**config.mk**
```make
export PLATFORM = sky130hd
export DESIGN_NAME = mips_regfile_sb
export DESIGN_NICKNAME = d
export VERILOG_FILES = /design/src/rtl/mips_regfile_sb.sv
export SDC_FILE = /design/constraint.sdc
export NUM_CORES = 1
export LEC_CHECK = 0
export BUFFER_PORTS_ARGS = -buffer_cell sky130_fd_sc_hd__buf_4
export CORE_MARGIN = 3
export CORE_UTILIZATION = 46
export CTS_CLUSTER_DIAMETER = 150
export DETAILED_ROUTE_END_ITERATION = 8
export PLACE_DENSITY = 0.75
export SLEW_MARGIN = 25
export SYNTH_ARGS = -nofsm -noshare
export SYNTH_HDL_FRONTEND = slang
export SYNTH_SLANG_ARGS = --single-unit
```
**constraint.sdc**
```tcl
create_clock -name clk -period 3.6 [get_ports clk]
set_input_delay 0.36 -clock clk [delete_from_list [all_inputs] [get_ports clk]]
set_output_delay 0.36 -clock clk [all_outputs]
set_load 0.01 [all_outputs]
```
**src/rtl/mips_regfile_sb.sv**
```systemverilog
// MIPS register file: 2 async read ports, 1 sync write port, hardwired $zero,
// post-reset clear sequence and per-register busy scoreboard. Optional REGFILE_BYPASS_EN.
module mips_regfile_sb #(
  parameter int DATA_W = 32,
  parameter int ADDR_W = 5,
  parameter int ZERO_REG = 1,
  parameter logic [DATA_W-1:0] INIT_VAL = '0
) (
  input  logic              clk,
  input  logic              rst,
  input  logic [ADDR_W-1:0] read_reg_1,
  input  logic [ADDR_W-1:0] read_reg_2,
  output logic [DATA_W-1:0] read_data_1,
  output logic [DATA_W-1:0] read_data_2,
  output logic              read_busy_1,
  output logic              read_busy_2,
  input  logic [ADDR_W-1:0] write_reg,
  input  logic [DATA_W-1:0] write_data,
  input  logic              signal_reg_write,
  input  logic [ADDR_W-1:0] reserve_reg,
  input  logic              signal_reserve,
  output logic              ready
);
  localparam int DEPTH = 2 ** ADDR_W;

  typedef enum logic {CLEAR, READY} state_t;

  state_t                   state, state_nxt;
  logic [ADDR_W-1:0]        clear_ptr;
  logic [DATA_W-1:0]        regs [DEPTH];
  logic [DEPTH-1:0]         busy;
  logic                     wr_en, rsv_en;
  logic [1:0][ADDR_W-1:0]   rd_idx;
  logic [1:0][DATA_W-1:0]   rd_val;
  logic [1:0]               rd_bsy;

  assign ready = (state == READY);

  // $zero swallows both writes and reservations
  assign wr_en  = ready && signal_reg_write && !((ZERO_REG != 0) && (write_reg == '0));
  assign rsv_en = ready && signal_reserve && !((ZERO_REG != 0) && (reserve_reg == '0));

  always_ff @(posedge clk) begin
    if (rst) state <= CLEAR;
    else     state <= state_nxt;
  end

  always_comb begin
    state_nxt = state;
    if (state == CLEAR && clear_ptr == '1) state_nxt = READY;
  end

  always_ff @(posedge clk) begin
    if (rst)                 clear_ptr <= '0;
    else if (state == CLEAR) clear_ptr <= clear_ptr + ADDR_W'(1);
  end

  always_ff @(posedge clk) begin
    if (!rst) begin
      if (state == CLEAR) regs[clear_ptr] <= INIT_VAL;
      else if (wr_en)     regs[write_reg] <= write_data;
    end
  end

  // Reserve applied after write-back clear so a same-cycle new producer wins
  always_ff @(posedge clk) begin
    if (rst) busy <= '0;
    else begin
      if (wr_en)  busy[write_reg]   <= 1'b0;
      if (rsv_en) busy[reserve_reg] <= 1'b1;
    end
  end

  assign rd_idx = {read_reg_2, read_reg_1};

  always_comb begin
    rd_val = '0;
    rd_bsy = '0;
    for (int p = 0; p < 2; p++) begin
      if (ready && !((ZERO_REG != 0) && (rd_idx[p] == '0))) begin
        rd_val[p] = regs[rd_idx[p]];
        rd_bsy[p] = busy[rd_idx[p]];
`ifdef REGFILE_BYPASS_EN
        if (wr_en && write_reg == rd_idx[p]) begin
          rd_val[p] = write_data;
          rd_bsy[p] = rsv_en && (reserve_reg == rd_idx[p]);
        end
`endif
      end
    end
  end

  assign read_data_1 = rd_val[0];
  assign read_data_2 = rd_val[1];
  assign read_busy_1 = rd_bsy[0];
  assign read_busy_2 = rd_bsy[1];
endmodule
```
==> results of run 1 <==
[layout by cell type (no fill, tap or decap), types with 5 or more instances in the layout]
master,instances
a21oi_1,97
a31oi_1,40
a211oi_1,36
clkbuf_16,102
nand3b_1,7
buf_12,48
clkbuf_1,10
mux4_2,260
nor2b_1,105
o21ai_0,32
buf_8,6
nor2_4,48
edfxtp_1,1024
nand3_1,149
buf_4,278
mux2i_1,504
inv_1,11
clkinv_2,23
and2_1,34
dfxtp_1,38
nand2b_1,5
clkinv_8,5
nand4_1,59
o31ai_1,5
nand2_1,44
a22oi_1,291
nor2_1,18
or3_1,5
clkinv_1,20
bufinv_16,18
[layout make-up]
cell class	instances	share of cell area, %
clock inverter	76	1.59
clock buffer	115	4.56
inverter	11	0.0715
sequential	1062	54.6
timing repair buffer	336	5.51
tap	1403	3.04
multi-input combinational	1797	30.7
[power by group]
group          internal [mW]  switching (mW)
registers               13.5          0.0518
logic                  0.619           0.877
clock network           6.58            4.75
[cells by family after synthesis]
logic type / after synthesis
flops: 1062
mux: 765
compound gates: 523
simple gates: 505
buf+inv: 250
xor+xnor: 2
fa+ha+maj: 2
[per-layer routing]
metal  track usage (%)  part of all wire (%)  vias to the layer above
met5                 0                 0.023                        -
met4              14.5                   6.0                        6
met3              6.03                    12                      521
met2              42.8                    47                     2399
met1              33.7                    35                    16500
li1                  -                     -                    13200
[metrics by stage]
| step | setup WS (ns) | area [sq um] | instances | total power, mW |
|---|---|---|---|---|
| after CTS | 0.129 | 57700 | 4797 | 26.4 |
| final | 0.224 | 57800 | 4800 | 26.3 |
| after global placement | 0.520 | 54000 | 4597 | 15.2 |
| after detailed placement | 0.448 | 54100 | 4598 | 15.2 |
| after floorplan | 0.275 | 50100 | 3109 | 14.7 |
| after global routing | 0.0948 | 57800 | 4800 | 26.9 |
[worst paths after layout]
check	endpoint	slack (ns)	cells past startpoint
max	read_data_1[21]	0.22	5
min	busy[27]	0.03	3
max reg2reg	regs[3][17]	0.33	7
min reg2reg	busy[24]	0.49	2
[timing repair]
action	in CTS	in global routing
endpoints found under the setup margin	1	1
endpoints found under the hold margin	2	0
hold buffers	3	0
buffers inserted	5	2
pin swaps	1	1
[critical path, stage by stage (launching register included)]
cell	delay, ns
dfxtp_1	0.53
nand3b_1	0.35
nor2_1	0.66
a22oi_1	0.34
nand3_1	0.29
buf_4	0.17
[state kept, by name, summed over array words and instances (netlist names)]
register   flops
regs        1024
clear_ptr      5
busy          32
ready          1
==> metrics.txt, run 1 <==
Top Ports 123; Post-Synth Simple-Gate Area 5.54%; fmax 296 MHz; RR Startpoint ready; area of the mapped netlist 50100 sq um; post_cts resized 0; Nets 3367; DRC 0; gp weighted congestion 0.903; Min Hold Slack 0.0349 ns; total CTS buffers 101; Core ar. 108000 sq um; routed wire length 153000 um; final setup fails 0; most frequent cells after synthesis edfxtp_1, mux2i_1, a22oi_1, mux4_2, nand3_1; Routed Antenna Nets 0; number of max-cap violations 0; largest family of logic cells by synthesized area multiplexers; count of clock tree sinks 1062; share of the synthesized area in the top cell type 61.4%; period utilization 93.8%; Synth Area in XOR/XNOR 0.0350%; global-route wire length before repair 219000 um; CP Max Fanout 10; TritonCTS clock tree yes; Async S/R FF share, synth 0%; Register Area 31500 sq um; leakage 18.1 nW; die area 113000 sq um; Worst Setup Path Type flop to primary output; pin count of the biggest net entering global routing 72; Die Ht 336 um; clock slew at reported path FFs 0.06 ns; peak supply drop 0.431 mV; Mapped Nets 3167; crit path DAT 3.02 ns; Synth Register Bits 1062; Primary FF master, synth edfxtp_1; CP startpoint ready; fin util 53.7%; # H-tree levels 3; Hold Path Origin reserve_reg[3]; synth warn 0; Setup crit end kind primary output; post-synthesis mux area share 21.8%; largest area contributor in the netlist edfxtp_1; vias in the first global route 32700; Vias 32600; root cell of the clock tree clkbuf_16; Port Buffers 122; DRT iter0 DRCs 4383; FP Rows 120; post-synthesis adder-cell area fraction 0.0499%; Starting Density 46.5%; Area growth syn-to-layout 15.3%; Post-Syn Instances 3109; Critical Path RT 3.24 ns; cell with the most instances after synthesis edfxtp_1; Hold Vio Cnt, Final 0; n_diodes 0; number of flops mapped to enable cells by yosys 1024; Synth Area per Inst 16.1 sq um; Final min period 3.38 ns; Yosys cell types 59; CP Launch Type flop; largest cells by area after synthesis edfxtp_1, mux4_2, mux2i_1; Slew HR 36.9%; worst slew pin tran 0.942 ns; multi-input combinational cell area 17700 sq um; GRT Resource Usage Total 26.6%; Final Slew Violations 0; global route overflow 0; Synth Area in Compound Gates 7.19%; DP Wirelength 96800 um; number of fill cells in the layout 8189; outcome completed; Setup Skew 0.0286 ns; final setup TNS 0 ns; sequential element share of the synthesized area 62.9%; Clk Latency, worst-skew pair 0.68 ns; RSZ-0062 raised after global routing false; Vias per Instance 6.80; WL/cell 31.9 um; initial antenna violation count 7; First-pass DRT Iterations 6; Die Width 336 um; Power Density 456 nW/um^2; share of cells above drive strength 1 24.5%; worst-case clock buffer depth 3; type of the worst min-delay path input port to flop
Power figures use the tool's default switching activity.
==> inputs of run 2 (changes only) <==
CORE_UTILIZATION = 30   (was 46)
PLACE_DENSITY = 0.57   (was 0.75)
SKIP_LAST_GASP = 1   (was unset)
==> run 2 against run 1 <==
Compared with the run above: wire length up 13%; first-iteration DRC count shrank 14%; combinational power is 4% higher; sequential cell count unchanged; clock power barely moved; largest power group unchanged; non-clock buffer count down 29; final cell count up 16%.
==> metrics.txt, run 2 (same netlist as run 1, synthesis figures left out) <==
initial antenna violation count 2 (was 7); worst slew pin tran 1.06 ns (was 0.942 ns); GRT Resource Usage Total 19.6% (was 26.6%); final setup fails 0 (unchanged); Vias per Instance 5.74 (was 6.80); Hold Path Stages 3 (unchanged); Clk Latency, worst-skew pair 0.72 ns (was 0.68 ns); DRT iter0 DRCs 3787 (was 4383); Core ar. 165000 sq um (was 108000 sq um); worst setup margin 0.126 ns (was 0.224 ns); Power Density 446 nW/um^2 (was 456 nW/um^2); vias in the first global route 31700 (was 32700); Starting Density 30.3% (was 46.5%); Port Buffers 122 (unchanged); Die Width 415 um (was 336 um); path depth of the worst reg2reg path 7 (unchanged); Setup crit end kind primary output (unchanged); Final Slew Violations 0 (unchanged); count of clock tree sinks 1062 (unchanged); commonest non-fill, non-tap cell in the layout edfxtp_1 (unchanged); fmax 288 MHz (was 296 MHz); fin util 35.4% (was 53.7%); post-layout power 26.1 mW (was 26.3 mW); uppermost routed layer met4 (was met5); Critical Path RT 3.24 ns (about the same); Most flops, register regs (unchanged); # H-tree levels 3 (unchanged); Hold Path Origin write_reg[2] (was reserve_reg[3]); Setup Skew 0.0301 ns (was 0.0286 ns); CP Launch Type flop (unchanged); Hold Vio Cnt, Final 0 (unchanged); DR WL met2 85900 um (was 72200 um); TritonCTS clock tree yes (unchanged); routed wire length 173000 um (was 153000 um); flop-to-flop setup slack 0.60 ns (was 0.33 ns); hold-critical path endpoint busy[19] (was busy[27]); outcome completed (unchanged); global-route wire length before repair 242000 um (was 219000 um); CP Max Fanout 23 (was 10); Largest register FFs 1024 (unchanged); crit path DAT 3.11 ns (was 3.02 ns); RR Startpoint ready (unchanged); number of max-cap violations 0 (unchanged); DP Wirelength 105000 um (was 96800 um); largest registers regs (1024), busy (32), clear_ptr (5) (unchanged); worst-case clock buffer depth 3 (unchanged); Slew HR 29.1% (was 36.9%); leakage 17.9 nW (was 18.1 nW); First-pass DRT Iterations 5 (was 6); Routed Antenna Nets 0 (unchanged); worst reg2reg path endpoint regs[0][23] (was regs[3][17]); dpl ws 0.276 ns (was 0.448 ns); clock slew at reported path FFs 0.07 ns (was 0.06 ns); WL/cell 31.1 um (was 31.9 um); met1 WL 66500 um (was 54200 um); FP Rows 149 (was 120); Vias 31900 (was 32600); pin count of the biggest net entering global routing 85 (was 72); share of cells above drive strength 1 23.8% (was 24.5%); Top Ports 123 (unchanged); global route overflow 0 (unchanged); total CTS buffers 104 (was 101); Final min period 3.47 ns (was 3.38 ns); Nets 3342 (was 3367); peak supply drop 0.366 mV (was 0.431 mV); commonest non-fill, non-tap cells in the layout edfxtp_1, mux2i_1, a22oi_1 (unchanged); gp weighted congestion 0.845 (was 0.903); met3 WL 12500 um (was 17600 um); Area growth syn-to-layout 16.9% (was 15.3%); Worst Setup Path Type flop to primary output (unchanged); Die Ht 415 um (was 336 um); root cell of the clock tree clkbuf_16 (unchanged); period utilization 96.5% (was 93.8%); RSZ-0062 raised after global routing false (unchanged); final setup TNS 0 ns (unchanged); die area 172000 sq um (was 113000 sq um); type of the worst min-delay path input port to flop (unchanged); DRC 0 (unchanged)
-- run 2: cell types whose count changed in the layout (fill, tap and decap cells not counted), sizes merged --
cell         delta
buf            -33
bufinv          -6
clkbuf         +13
clkinv          -9
diode           +2
dlygate4sd3     +4
nor2            +1
-- run 2: stage by stage --
step	instance area [sq um]	hold slack, ns	std cells
final	58600	0.0638	5558
after global routing	58600	0.0712	5556
after CTS	58500	0.0232	5555
after detailed placement	55000	0.471	5355
after global placement	55000	0.471	5352
after floorplan	50100	0.450	3109
-- run 2: repair_timing --
action                                 4_1_cts  5_1_grt
hold buffers                                 7        0
gates resized for setup                      1        0
setup endpoints to repair                   18        0
endpoints found under the hold margin        9        0
buffers inserted                             3        0
-- run 2: worst max path at each step --
stage	from	endpoint	slack, ns
after floorplan	write_reg[3]	regs[24][0]	0.28
after global placement	read_reg_1[4]	read_data_1[0]	0.29
after detailed placement	read_reg_1[4]	read_data_1[0]	0.28
after CTS	ready	read_data_1[31]	0.08
after global routing	ready	read_data_2[0]	0.05
final	ready	read_data_1[19]	0.13
-- run 2: layout make-up --
type / count / area, sq um
Antenna cell: 2 / 5.00
Clock buffer: 128 / 2740
Clock inverter: 61 / 659
Fill cell: 15400 / 107000
Inverter: 11 / 41.3
Multi-Input combinational cell: 1798 / 17800
Sequential cell: 1062 / 31500
Tap cell: 2189 / 2740
Timing Repair Buffer: 307 / 3110
-- run 2: metal layers --
layer | global-route usage [%] | vias to the layer above
met5 | 0 | -
met2 | 33.5 | 1600
met3 | 2.70 | 307
li1 | - | 13200
met1 | 24.7 | 16800
met4 | 8.82 | 0
-- run 2: critical path, stage by stage, from the launching register on --
cell	delay [ns]
dfxtp_1	0.31
buf_4	0.20
nand3b_1	0.42
nor2_4	0.11
buf_12	0.20
a22oi_1	0.48
nand4_1	0.39
buf_4	0.27
-- run 2: power breakdown --
part | switching [mW] | leakage (nW) | total, mW | internal (mW)
Clock | 4.79 | 1.66 | 11.1 | 6.27
Sequential | 0.0471 | 8.27 | 13.5 | 13.5
Combinational | 0.923 | 7.97 | 1.56 | 0.633
Total | 5.76 | 17.9 | 26.1 | 20.4
